--- config.mk ---
export PLATFORM = sky130hd
export DESIGN_NAME = pe_stream_loader_flat
export DESIGN_NICKNAME = d
export VERILOG_FILES = /design/src/rtl/pe_stream_loader_if.sv /design/src/rtl/pe_stream_loader.sv /design/src/flat_wrapper.sv
export SDC_FILE = /design/constraint.sdc
export NUM_CORES = 1
export LEC_CHECK = 0
export ABC_CLOCK_PERIOD_IN_PS = 4700
export CAP_MARGIN = 25
export CORE_UTILIZATION = 49
export CTS_CLUSTER_DIAMETER = 50
export DETAILED_ROUTE_END_ITERATION = 6
export PLACE_DENSITY = 0.74
export SYNTH_ARGS = -nofsm -noshare
export SYNTH_HDL_FRONTEND = slang
export SYNTH_SLANG_ARGS = --single-unit
--- constraint.sdc ---
create_clock -name clk -period 4.7 [get_ports clk]
set_input_delay 0.94 -clock clk [delete_from_list [all_inputs] [get_ports clk]]
set_output_delay 0.94 -clock clk [all_outputs]
set_load 0.005 [all_outputs]
--- src/rtl/pe_stream_loader_if.sv ---
// pe_stream_loader_if
// Bundles the PE controller request/config lines, the shared memory read
// port, the weight and input buffer push streams and the finish levels of
// one per-PE stream loader.
//   master : the loader side (issues reads, pushes words, reports finish)
//   slave  : the environment side (controller, memory, buffers)
`timescale 1ns/1ps

interface pe_stream_loader_if #(
    parameter int DATA_W = 16,
    parameter int ADDR_W = 12,
    parameter int LEN_W  = 10,
    parameter int K_W    = 4
) ();
    // PE controller request and layer configuration
    logic              req_filter_valid;
    logic [K_W-1:0]    req_filter_k;
    logic              req_input_valid;
    logic [ADDR_W-1:0] cfg_filter_base;
    logic [LEN_W-1:0]  cfg_filter_len;
    logic [ADDR_W-1:0] cfg_input_base;
    logic [LEN_W-1:0]  cfg_input_len;
    // shared on-chip memory read port (data one cycle after the strobe)
    logic              mem_rd_en;
    logic [ADDR_W-1:0] mem_rd_addr;
    logic [DATA_W-1:0] mem_rd_data;
    // weight buffer push
    logic              wt_valid;
    logic [DATA_W-1:0] wt_data;
    logic              wt_ready;
    // input buffer push
    logic              in_valid;
    logic [DATA_W-1:0] in_data;
    logic              in_ready;
    // completion levels back to the controller
    logic              stream_filter_finish;
    logic              stream_input_finish;

    modport master (
        input  req_filter_valid, req_filter_k, req_input_valid,
        input  cfg_filter_base, cfg_filter_len, cfg_input_base, cfg_input_len,
        input  mem_rd_data, wt_ready, in_ready,
        output mem_rd_en, mem_rd_addr,
        output wt_valid, wt_data, in_valid, in_data,
        output stream_filter_finish, stream_input_finish
    );

    modport slave (
        output req_filter_valid, req_filter_k, req_input_valid,
        output cfg_filter_base, cfg_filter_len, cfg_input_base, cfg_input_len,
        output mem_rd_data, wt_ready, in_ready,
        input  mem_rd_en, mem_rd_addr,
        input  wt_valid, wt_data, in_valid, in_data,
        input  stream_filter_finish, stream_input_finish
    );
endinterface

--- src/rtl/pe_stream_loader.sv ---
// pe_stream_loader
// Per-PE stream engine. On a filter request it streams the compressed words
// of filter group k from the shared memory into the weight buffer; on an
// input request it streams the input activation block into the input buffer.
// Each channel reports completion as a level that stays high until its
// request drops.
// Ports:
//   clk  : clock
//   rst  : synchronous active-low reset
//   bus  : pe_stream_loader_if.master (requests, config, memory read port,
//          weight/input push streams, finish levels)
// Optional build macro STREAM_LOADER_PERF_EN adds:
//   perf_stall_cycles : cycles with an active channel blocked by its buffer
//   perf_words        : completed weight + input pushes
//   (both 32-bit, saturating, cleared only by reset)
`timescale 1ns/1ps

// One stream channel: start/length capture, read issue, 2-entry output FIFO.
module pe_stream_channel #(
    parameter int DATA_W = 16,
    parameter int ADDR_W = 12,
    parameter int LEN_W  = 10
) (
    input  logic              clk,
    input  logic              rst,
    input  logic              req_valid,
    input  logic [ADDR_W-1:0] start_addr,
    input  logic [LEN_W-1:0]  len,
    input  logic              grant,
    input  logic [DATA_W-1:0] rd_data,
    input  logic              ready,
    output logic              want,
    output logic [ADDR_W-1:0] rd_addr,
    output logic              valid,
    output logic [DATA_W-1:0] data,
    output logic              finish
`ifdef STREAM_LOADER_PERF_EN
    ,
    output logic              busy,
    output logic              pop
`endif
);
    typedef enum logic [1:0] {
        ST_IDLE  = 2'd0,
        ST_FETCH = 2'd1,
        ST_DRAIN = 2'd2,
        ST_DONE  = 2'd3
    } state_t;

    state_t            state_r;
    state_t            state_s;
    logic [ADDR_W-1:0] addr_r;
    logic [LEN_W-1:0]  remain_r;
    logic              inflight_r;
    logic [1:0]        count_r;
    logic [DATA_W-1:0] head_r;
    logic [DATA_W-1:0] tail_r;

    logic              pop_s;
    logic [2:0]        occ_s;
    logic              active_s;
    logic              abort_s;
    logic              want_s;
    logic              issue_s;

    // Issue qualification. The occupancy counts the word leaving this cycle
    // as already gone, so a full-rate stream never bubbles while the FIFO
    // plus the in-flight read still never exceed two entries.
    always_comb begin
        pop_s    = (count_r != 2'd0) && ready;
        occ_s    = {1'b0, count_r} + {2'b00, inflight_r} - {2'b00, pop_s};
        active_s = (state_r == ST_FETCH) || (state_r == ST_DRAIN);
        abort_s  = active_s && !req_valid;
        want_s   = (state_r == ST_FETCH) && req_valid && (occ_s < 3'd2);
        issue_s  = want_s && grant;
    end

    // Next-state logic.
    always_comb begin
        state_s = state_r;
        case (state_r)
            ST_IDLE: begin
                if (req_valid) begin
                    if (len == {LEN_W{1'b0}}) begin
                        state_s = ST_DONE;
                    end else begin
                        state_s = ST_FETCH;
                    end
                end else begin
                    state_s = ST_IDLE;
                end
            end
            ST_FETCH: begin
                if (!req_valid) begin
                    state_s = ST_IDLE;
                end else if (issue_s && (remain_r == {{(LEN_W-1){1'b0}}, 1'b1})) begin
                    state_s = ST_DRAIN;
                end else begin
                    state_s = ST_FETCH;
                end
            end
            ST_DRAIN: begin
                // leave one cycle early when the last buffered word is popping now
                if (!req_valid) begin
                    state_s = ST_IDLE;
                end else if (!inflight_r &&
                             ((count_r == 2'd0) || ((count_r == 2'd1) && pop_s))) begin
                    state_s = ST_DONE;
                end else begin
                    state_s = ST_DRAIN;
                end
            end
            ST_DONE: begin
                if (!req_valid) begin
                    state_s = ST_IDLE;
                end else begin
                    state_s = ST_DONE;
                end
            end
            default: begin
                state_s = ST_IDLE;
            end
        endcase
    end

    // State register.
    always_ff @(posedge clk) begin
        if (!rst) begin
            state_r <= ST_IDLE;
        end else begin
            state_r <= state_s;
        end
    end

    // Address/length counters, in-flight tracking and the 2-entry FIFO.
    always_ff @(posedge clk) begin
        if (!rst) begin
            addr_r     <= {ADDR_W{1'b0}};
            remain_r   <= {LEN_W{1'b0}};
            inflight_r <= 1'b0;
            count_r    <= 2'd0;
            head_r     <= {DATA_W{1'b0}};
            tail_r     <= {DATA_W{1'b0}};
        end else begin
            // parameters are captured only while idle
            if ((state_r == ST_IDLE) && req_valid) begin
                addr_r   <= start_addr;
                remain_r <= len;
            end else if (issue_s) begin
                addr_r   <= addr_r + {{(ADDR_W-1){1'b0}}, 1'b1};
                remain_r <= remain_r - {{(LEN_W-1){1'b0}}, 1'b1};
            end

            if (abort_s) begin
                // dropping the in-flight flag discards the returning word
                inflight_r <= 1'b0;
                count_r    <= 2'd0;
            end else begin
                inflight_r <= issue_s;
                case ({inflight_r, pop_s})
                    2'b10: begin
                        if (count_r == 2'd0) begin
                            head_r <= rd_data;
                        end else begin
                            tail_r <= rd_data;
                        end
                        count_r <= count_r + 2'd1;
                    end
                    2'b01: begin
                        head_r  <= tail_r;
                        count_r <= count_r - 2'd1;
                    end
                    2'b11: begin
                        if (count_r == 2'd1) begin
                            head_r <= rd_data;
                        end else begin
                            head_r <= tail_r;
                            tail_r <= rd_data;
                        end
                    end
                    default: begin
                        count_r <= count_r;
                    end
                endcase
            end
        end
    end

    assign want    = want_s;
    assign rd_addr = addr_r;
    assign valid   = (count_r != 2'd0);
    assign data    = head_r;
    assign finish  = (state_r == ST_DONE);
`ifdef STREAM_LOADER_PERF_EN
    assign busy    = active_s;
    assign pop     = pop_s;
`endif
endmodule

module pe_stream_loader #(
    parameter int DATA_W = 16,
    parameter int ADDR_W = 12,
    parameter int LEN_W  = 10,
    parameter int K_W    = 4
) (
    input  logic                 clk,
    input  logic                 rst,
    pe_stream_loader_if.master   bus
`ifdef STREAM_LOADER_PERF_EN
    ,
    output logic [31:0]          perf_stall_cycles,
    output logic [31:0]          perf_words
`endif
);
    localparam int PW = K_W + LEN_W;
    localparam int SW = ADDR_W + PW;

    logic [PW-1:0]     f_prod_s;
    logic [ADDR_W-1:0] f_start_s;
    logic              f_want_s;
    logic              i_want_s;
    logic [ADDR_W-1:0] f_addr_s;
    logic [ADDR_W-1:0] i_addr_s;
    logic [ADDR_W-1:0] rd_addr_s;
    logic              f_valid_s;
    logic              i_valid_s;
    logic [DATA_W-1:0] f_data_s;
    logic [DATA_W-1:0] i_data_s;
    logic              f_finish_s;
    logic              i_finish_s;
`ifdef STREAM_LOADER_PERF_EN
    logic              f_busy_s;
    logic              i_busy_s;
    logic              f_pop_s;
    logic              i_pop_s;
`endif

    // Filter group start: base + k*len, wrapped to the address width.
    always_comb begin
        f_prod_s  = {{LEN_W{1'b0}}, bus.req_filter_k} * {{K_W{1'b0}}, bus.cfg_filter_len};
        f_start_s = ADDR_W'({{PW{1'b0}}, bus.cfg_filter_base} + {{ADDR_W{1'b0}}, f_prod_s});
    end

    pe_stream_channel #(.DATA_W(DATA_W), .ADDR_W(ADDR_W), .LEN_W(LEN_W)) u_filter (
        .clk        (clk),
        .rst        (rst),
        .req_valid  (bus.req_filter_valid),
        .start_addr (f_start_s),
        .len        (bus.cfg_filter_len),
        .grant      (1'b1),
        .rd_data    (bus.mem_rd_data),
        .ready      (bus.wt_ready),
        .want       (f_want_s),
        .rd_addr    (f_addr_s),
        .valid      (f_valid_s),
        .data       (f_data_s),
        .finish     (f_finish_s)
`ifdef STREAM_LOADER_PERF_EN
        ,
        .busy       (f_busy_s),
        .pop        (f_pop_s)
`endif
    );

    // The input channel only gets the read port when the filter channel idles it.
    pe_stream_channel #(.DATA_W(DATA_W), .ADDR_W(ADDR_W), .LEN_W(LEN_W)) u_input (
        .clk        (clk),
        .rst        (rst),
        .req_valid  (bus.req_input_valid),
        .start_addr (bus.cfg_input_base),
        .len        (bus.cfg_input_len),
        .grant      (!f_want_s),
        .rd_data    (bus.mem_rd_data),
        .ready      (bus.in_ready),
        .want       (i_want_s),
        .rd_addr    (i_addr_s),
        .valid      (i_valid_s),
        .data       (i_data_s),
        .finish     (i_finish_s)
`ifdef STREAM_LOADER_PERF_EN
        ,
        .busy       (i_busy_s),
        .pop        (i_pop_s)
`endif
    );

    // Shared read port address, filter first; parked at zero when unused.
    always_comb begin
        rd_addr_s = {ADDR_W{1'b0}};
        if (f_want_s) begin
            rd_addr_s = f_addr_s;
        end else if (i_want_s) begin
            rd_addr_s = i_addr_s;
        end else begin
            rd_addr_s = {ADDR_W{1'b0}};
        end
    end

    assign bus.mem_rd_en            = f_want_s || i_want_s;
    assign bus.mem_rd_addr          = rd_addr_s;
    assign bus.wt_valid             = f_valid_s;
    assign bus.wt_data              = f_data_s;
    assign bus.in_valid             = i_valid_s;
    assign bus.in_data              = i_data_s;
    assign bus.stream_filter_finish = f_finish_s;
    assign bus.stream_input_finish  = i_finish_s;

`ifdef STREAM_LOADER_PERF_EN
    logic [31:0] stall_cnt_r;
    logic [31:0] words_cnt_r;
    logic        stall_s;
    logic [1:0]  words_inc_s;
    logic [32:0] words_sum_s;

    // Per-cycle stall flag and push count feeding the counters.
    always_comb begin
        stall_s     = (f_busy_s && f_valid_s && !bus.wt_ready) ||
                      (i_busy_s && i_valid_s && !bus.in_ready);
        words_inc_s = {1'b0, f_pop_s} + {1'b0, i_pop_s};
        words_sum_s = {1'b0, words_cnt_r} + {31'd0, words_inc_s};
    end

    // Saturating performance counters.
    always_ff @(posedge clk) begin
        if (!rst) begin
            stall_cnt_r <= 32'd0;
            words_cnt_r <= 32'd0;
        end else begin
            if (stall_s && (stall_cnt_r != 32'hFFFF_FFFF)) begin
                stall_cnt_r <= stall_cnt_r + 32'd1;
            end
            if (words_sum_s[32]) begin
                words_cnt_r <= 32'hFFFF_FFFF;
            end else begin
                words_cnt_r <= words_sum_s[31:0];
            end
        end
    end

    assign perf_stall_cycles = stall_cnt_r;
    assign perf_words        = words_cnt_r;
`endif
endmodule

--- src/flat_wrapper.sv ---
// flat-port wrapper written by rule: the top's interface ports become plain ports
module pe_stream_loader_flat 
#(
    parameter int DATA_W = 16,
    parameter int ADDR_W = 12,
    parameter int LEN_W  = 10,
    parameter int K_W    = 4
)
  (clk, rst, bus_req_filter_valid, bus_req_filter_k, bus_req_input_valid, bus_cfg_filter_base, bus_cfg_filter_len, bus_cfg_input_base, bus_cfg_input_len, bus_mem_rd_data, bus_wt_ready, bus_in_ready, bus_mem_rd_en, bus_mem_rd_addr, bus_wt_valid, bus_wt_data, bus_in_valid, bus_in_data, bus_stream_filter_finish, bus_stream_input_finish);
  pe_stream_loader_if #(.DATA_W(DATA_W), .ADDR_W(ADDR_W), .LEN_W(LEN_W), .K_W(K_W)) bus_i ();
  input  logic clk;
  input  logic rst;
  input wire logic [$bits(bus_i.req_filter_valid)-1:0] bus_req_filter_valid;
  input wire logic [$bits(bus_i.req_filter_k)-1:0] bus_req_filter_k;
  input wire logic [$bits(bus_i.req_input_valid)-1:0] bus_req_input_valid;
  input wire logic [$bits(bus_i.cfg_filter_base)-1:0] bus_cfg_filter_base;
  input wire logic [$bits(bus_i.cfg_filter_len)-1:0] bus_cfg_filter_len;
  input wire logic [$bits(bus_i.cfg_input_base)-1:0] bus_cfg_input_base;
  input wire logic [$bits(bus_i.cfg_input_len)-1:0] bus_cfg_input_len;
  input wire logic [$bits(bus_i.mem_rd_data)-1:0] bus_mem_rd_data;
  input wire logic [$bits(bus_i.wt_ready)-1:0] bus_wt_ready;
  input wire logic [$bits(bus_i.in_ready)-1:0] bus_in_ready;
  output wire logic [$bits(bus_i.mem_rd_en)-1:0] bus_mem_rd_en;
  output wire logic [$bits(bus_i.mem_rd_addr)-1:0] bus_mem_rd_addr;
  output wire logic [$bits(bus_i.wt_valid)-1:0] bus_wt_valid;
  output wire logic [$bits(bus_i.wt_data)-1:0] bus_wt_data;
  output wire logic [$bits(bus_i.in_valid)-1:0] bus_in_valid;
  output wire logic [$bits(bus_i.in_data)-1:0] bus_in_data;
  output wire logic [$bits(bus_i.stream_filter_finish)-1:0] bus_stream_filter_finish;
  output wire logic [$bits(bus_i.stream_input_finish)-1:0] bus_stream_input_finish;
  assign bus_i.req_filter_valid = bus_req_filter_valid;
  assign bus_i.req_filter_k = bus_req_filter_k;
  assign bus_i.req_input_valid = bus_req_input_valid;
  assign bus_i.cfg_filter_base = bus_cfg_filter_base;
  assign bus_i.cfg_filter_len = bus_cfg_filter_len;
  assign bus_i.cfg_input_base = bus_cfg_input_base;
  assign bus_i.cfg_input_len = bus_cfg_input_len;
  assign bus_i.mem_rd_data = bus_mem_rd_data;
  assign bus_i.wt_ready = bus_wt_ready;
  assign bus_i.in_ready = bus_in_ready;
  assign bus_mem_rd_en = bus_i.mem_rd_en;
  assign bus_mem_rd_addr = bus_i.mem_rd_addr;
  assign bus_wt_valid = bus_i.wt_valid;
  assign bus_wt_data = bus_i.wt_data;
  assign bus_in_valid = bus_i.in_valid;
  assign bus_in_data = bus_i.in_data;
  assign bus_stream_filter_finish = bus_i.stream_filter_finish;
  assign bus_stream_input_finish = bus_i.stream_input_finish;
  pe_stream_loader #(.DATA_W(DATA_W), .ADDR_W(ADDR_W), .LEN_W(LEN_W), .K_W(K_W)) u_core (.clk(clk), .rst(rst), .bus(bus_i));
endmodule
# Yosys cells after proc, flatten, opt, wreduce, memory -nomap -nowiden

Cells that the tools add are included.

$add $sub $neg: 13
Multipliers: 1
Multiplexer cells: 40
$lt $le $gt $ge: 2
Bitwise operators: 3
Reductions and logical operators: 49
Equality and inequality tests: 22

Operators with widths:

| cell                                                       | count |
|---|---|
| 2-to-1 mux 16 bit                                          | 8 |
| one-hot mux 16 bit (3 select lines)                        | 2 |
| 2-to-1 mux 12 bit                                          | 6 |
| one-hot mux 16 bit (2 select lines)                        | 2 |
| 2-to-1 mux 10 bit                                          | 4 |
| adder 12 x 1 -> 12 bit, second input constant              | 2 |
| 2-to-1 mux 2 bit                                           | 12 |
| == test 10 x 1 -> 1 bit, second input constant             | 2 |
| zero test 10 bit                                           | 2 |
| subtractor 10 x 1 -> 10 bit, second input constant         | 2 |
| logical AND 1 bit                                          | 17 |
| == test 2 bit, second input constant                       | 8 |
| one-hot mux 2 bit (4 select lines)                         | 2 |
| nonzero test 2 bit                                         | 8 |
| adder 12 bit                                               | 1 |
| == test 2 x 1 -> 1 bit, second input constant              | 6 |
| multiplier 4 x 10 -> 12 bit                                | 1 |
| inequality test 2 bit, second input constant               | 6 |
| zero test 2 bit                                            | 4 |
| one-hot mux 2 bit (2 select lines)                         | 2 |
| AND reduction 4 bit                                        | 2 |
| adder 2 x 1 -> 3 bit                                       | 2 |
| less-than comparator 3 x 2 -> 1 bit, second input constant | 2 |
| AND reduction 3 bit                                        | 2 |
| 9 further kinds                                            | 25 |

Register bits after elaboration: 118
Bits of input ports: 70
Word-level logic and storage cells: 144

# Logic depth before layout (Yosys ltp)

Depth in word-level cells: 11
Gate-level depth with buffers: 14
Gate-level depth less buffers: 13

# Modules after synthesis

Synthesis repeated with hierarchy kept, for this count alone.

Cells, all modules: 857
Area total of the unflattened synthesis: 7477.2 um^2

Modules (own cells, without submodules):

| module                               | times used | sequential area each (um^2) | cells an instance | area each (um^2) |
|---|---|---|---|---|
| pe_stream_channel at u_core.u_filter | 1          | 1181.1                      | 329               | 2950.3 |
| pe_stream_channel at u_core.u_input  | 1          | 1181.1                      | 326               | 2905.3 |
| pe_stream_loader                     | 1          | 0.0                         | 202               | 1621.6 |

# Worst setup path before layout

No wires, ideal clock.

Path kind: input-to-reg
Start point: input port bus_cfg_filter_len[2]
End point: register u_core.u_filter.addr_r[9] (netlist: u_core.u_filter.rd_addr[9])
Buffers on the path: 0
Cell stages on the path: 12
Setup slack: 0.546 ns
Arrival: 4.031 ns
Path through: and2_1 fa_1 fa_1 inv_1 fa_1 inv_1 ha_1 a21o_1 a221oi_1 o21ai_0 xnor2_1 o22ai_1

Longest elaborated chain between the ends: 3

RTL lines:

| what                        | RTL line                | source |
|---|---|---|
| from (decl)                 | flat_wrapper.sv:17      | `input wire logic [$bits(bus_i.cfg_filter_len)-1:0] bus_cfg_filter_len;` |
| multiplier 4 x 10 -> 12 bit | pe_stream_loader.sv:240 | `f_prod_s = {{LEN_W{1'b0}}, bus.req_filter_k} * {{K_W{1'b0}}, bus.cfg_filter_len};` |
| adder 12 bit                | pe_stream_loader.sv:241 | `f_start_s = ADDR_W'({{PW{1'b0}}, bus.cfg_filter_base} + {{ADDR_W{1'b0}}, f_prod_s});` |
| 2-to-1 mux 12 bit           | pe_stream_loader.sv:146 | `if ((state_r == ST_IDLE) && req_valid) begin` |
| to (signal assigned)        | pe_stream_loader.sv:138 | `addr_r <= {ADDR_W{1'b0}};` |
| to (signal assigned)        | pe_stream_loader.sv:147 | `addr_r <= start_addr;` |
| to (signal assigned)        | pe_stream_loader.sv:150 | `addr_r <= addr_r + {{(ADDR_W-1){1'b0}}, 1'b1};` |
| to (decl)                   | pe_stream_loader.sv:52  | `logic [ADDR_W-1:0] addr_r;` |

No other way between the ends.
A chain may end at the register's enable or synchronous reset.

# Worst setup path after layout

Start point: input port bus_in_ready
End point: output port bus_mem_rd_addr[5]

Longest elaborated chain between the ends: 6

RTL lines:

| what                                | RTL line                | source |
|---|---|---|
| from (decl)                         | flat_wrapper.sv:22      | `input wire logic [$bits(bus_i.in_ready)-1:0] bus_in_ready;` |
| logical AND 1 bit                   | pe_stream_loader.sv:70  | `pop_s = (count_r != 2'd0) && ready;` |
| subtractor 3 x 1 -> 3 bit           | pe_stream_loader.sv:71  | `occ_s = {1'b0, count_r} + {2'b00, inflight_r} - {2'b00, pop_s};` |
| less-than comparator 3 x 2 -> 1 bit | pe_stream_loader.sv:74  | `want_s = (state_r == ST_FETCH) && req_valid && (occ_s < 3'd2);` |
| logical AND 1 bit                   | pe_stream_loader.sv:74  |  |
| 2-to-1 mux 12 bit                   | pe_stream_loader.sv:292 | `end else if (i_want_s) begin` |
| 2-to-1 mux 12 bit                   | pe_stream_loader.sv:290 | `if (f_want_s) begin` |
| to (decl)                           | flat_wrapper.sv:24      | `output wire logic [$bits(bus_i.mem_rd_addr)-1:0] bus_mem_rd_addr;` |

No other way between the ends.

==> run metrics <==
status=complete, no violations; final hold violation count=0; fin area=between 9000 and 10000 µm²; hpwl dp=13400 µm; final antenna-violating net count=0; layout overhead on the synthesized area=30.1%; Via Count=approximately 6500; Via density=between 5 and 6; Core Region=roughly 15000 µm²; Most used DFF post-synth=dfxtp_1; first-pass GRT wire length=29700 µm; CTS clk-pin slew, worst paths=50 ps; mean routed wirelength per cell=15.7 µm; Post-DP Area=a little under 9000 µm²; Final Slew Violations=0; worst-path maximum fanout=15; DIE HEIGHT=between 100 and 150 µm; Mapped Avg Cell Area=8.64 µm²; Syn. warnings=0; Final setup violation count=0; total die area=between 15000 and 20000 µm²; RSZ-0062 raised after global routing=false; CP Launch Type=input pin; post-synthesis cell type count=53; cell depth of the worst flop-to-flop path=15; cell depth of the worst hold path=2; Slowest Stage Delay on Critical Path=about 500 ps; initial antenna violation count=0; # DRC=0; critical path class=in -> out; Root Buffer=clkbuf_16; slew margin rel.=0.286; Port Buffer Count=118; routability congestion estimate=roughly 0.82; minimum clock period=about 4500 ps; period utilization=0.962; Post-Synthesis Cells=roughly 840; pin count of the biggest net entering global routing=38; share of cells above drive strength 1=0.0873; Worst IR Drop VDD=around 340 µV; Total Wirelength=18500 µm; flop and latch count out of synthesis=~120; Worst path most repeated cell=clkdlybuf4s50_1; Detailed Routing Iterations Pass 1=5; max cap viols=0; Starting Density=0.502; EDFF count, synth=0; Synthesized Nets=between 900 and 1000; slowest CP cell=clkdlybuf4s50_1; Post-Route Skew=~8 ps; FILL cells=around 1300; overflow left after global routing=0; CTS Buffer Depth=2; TritonCTS Sinks=between 100 and 150; async set-reset flop share out of synthesis=0; cell area after synthesis=7290 µm²; placement row count=44; Inserted Diodes=0; Clock Latency Late Sink=about 420 ps; post-synthesis xor/xnor area fraction=0.0587; cts bufs inserted=17; fraction of synthesized area in multiplexers=0.0467; Core Util, Final=0.653; R2R setup slack=~1200 ps; Die Span X=about 120 µm; Lkg Pwr=a little over 4 nW; Fmax=approximately 0.22 GHz; H-tree depth=4; crit-path cells=clkdlybuf4s50_1 > nand2_1 > inv_1 > ha_1 > nor2_1 > fa_1 > nand4b_4 > nor2_2 > buf_6 > a22o_1 > clkdlybuf4s50_1; nets=approximately 1100; worst hold path class=reg -> reg; Worst Path Required=about 3800 ps; Synth Area in Compound Gates=0.178; Synth Area in Simple Gates=0.180; total power per unit cell area=just over 400 nW/µm²; vias in the first global route=~6200; Post-Synth Adder-Cell Area=0.153; CTS tree=done; global-route usage over all layers=0.251; number of DRC markers in iteration 0=approximately 390; largest family of logic cells by synthesized area=simple AND/OR/NAND/NOR gates; Setup Total Neg Slack=0 ps; Worst-Margin Slew=about 1100 ps; Seq/Total Area, Yosys=0.324; Ports=119; critical path arrival=3580 ps; endpoint type of the worst setup path=output pin
[path summary, 6_finish.rpt]
kind | start | endpoint
max | bus_in_ready | bus_mem_rd_addr[5]
min | u_core.u_filter.tail_r[4] | u_core.u_filter.tail_r[4]
max reg2reg | u_core.u_filter.count_r[1] | u_core.u_input.rd_addr[7]
min reg2reg | u_core.u_filter.tail_r[4] | u_core.u_filter.tail_r[4]
[layer usage]
layer,wire [µm],vias up,GRT usage
met5,0,-,0
met4,170,0,0.0707
met3,951,15,0.0668
met2,9290,138,0.445
met1,8100,3072,0.296
li1,-,3229,-
[worst max-delay path, delay by kind of cell]
family | cells | cell delay (ps)
simple gates | 4 | 500
buf+inv | 4 | 1270
compound gates | 1 | 170
fa+ha+maj | 2 | 670
[final cells by class]
type | count | area [µm²] | share of cell area
multi-input cells | 612 | 4510 | 0.476
flip-flops and latches | 118 | 2360 | 0.249
repair buffers | 162 | 1530 | 0.162
clock buffers | 19 | 453 | 0.0477
inverters | 72 | 270 | 0.0285
well taps | 184 | 230 | 0.0243
clock inverters | 13 | 121 | 0.0128
[registers in the layout, indices dropped and copies added (netlist names)]
register                    cells
u_core.u_filter.inflight_r      1
u_core.u_input.rd_addr         12
u_core.u_filter.count_r         2
u_core.u_filter.data           16
u_core.u_filter.tail_r         16
u_core.u_input.tail_r          16
u_core.u_input.count_r          2
u_core.u_input.data            16
u_core.u_input.state_r          2
u_core.u_input.remain_r        10
u_core.u_filter.remain_r       10
u_core.u_input.inflight_r       1
u_core.u_filter.state_r         2
u_core.u_filter.rd_addr        12
[where the power goes]
group          internal, mW  total, mW  switching, mW
logic                 0.703       1.40          0.695
registers              1.14       1.26          0.117
clock network         0.758       1.25          0.495
[stage by stage]
stage | power (mW) | instances | worst slack, ps | hold slack, ps
2_1_floorplan | 2.12 | 844 | 546 | 462
3_3_place_gp | 2.62 | 1144 | 51.1 | 475
3_5_place_dp | 2.64 | 1144 | -39.1 | 483
4_1_cts | 3.91 | 1176 | 13.3 | 498
5_1_grt | 4.16 | 1180 | 11.3 | 513
6_report | 3.91 | 1180 | 177 | 492
[cells in the final DEF (no fill, tap or decap), types with 12 or more instances in the layout]
cell             netlist  layout
dfxtp_1              118     117
clkdlybuf4s50_1        0     115
nor2_1               102      99
inv_1                 71      71
a211oi_1              51      51
nand2_1               46      46
ha_1                  46      46
buf_4                  0      41
and2_1                36      36
o21ai_0               35      35
mux2i_1               34      34
xnor2_1               35      34
a22oi_1               32      32
fa_1                  27      27
a21oi_1               26      26
clkbuf_16              0      17
nor3_1                14      14
nand3_1               14      14
xor2_1                12      12
[repair_timing]
action,in CTS,in global routing
hold buffers,0,0
setup buffers,0,3
setup endpoints to repair,12,12
resized for setup,1,9
pin swaps,0,1
cloned,0,0
[Yosys cell counts, drive strengths merged, types with 9 or more instances]
cell type    n  share of area
nor2       102          0.053
xnor2       35          0.042
nand4       10         0.0086
fa          27          0.074
a21oi       26          0.018
nand3       14         0.0096
clkbuf      36          0.019
nor3        14         0.0096
a22oi       32          0.033
xor2        13          0.017
inv         72          0.037
a21o         9         0.0093
a22o        10          0.012
and2        36          0.031
mux2i       34          0.047
nand2       46          0.024
dfxtp      118           0.32
o21ai       37          0.025
ha          46          0.079
a211oi      51          0.053
[kinds of logic (layout without fill, tap and decap cells)]
logic type	Yosys count	in the layout
compound gates	192	192
xor+xnor	48	48
fa+ha+maj	73	73
buf+inv	114	266
flops	118	118
mux	34	34
simple gates	265	265
(Power assumes the default switching activity.)
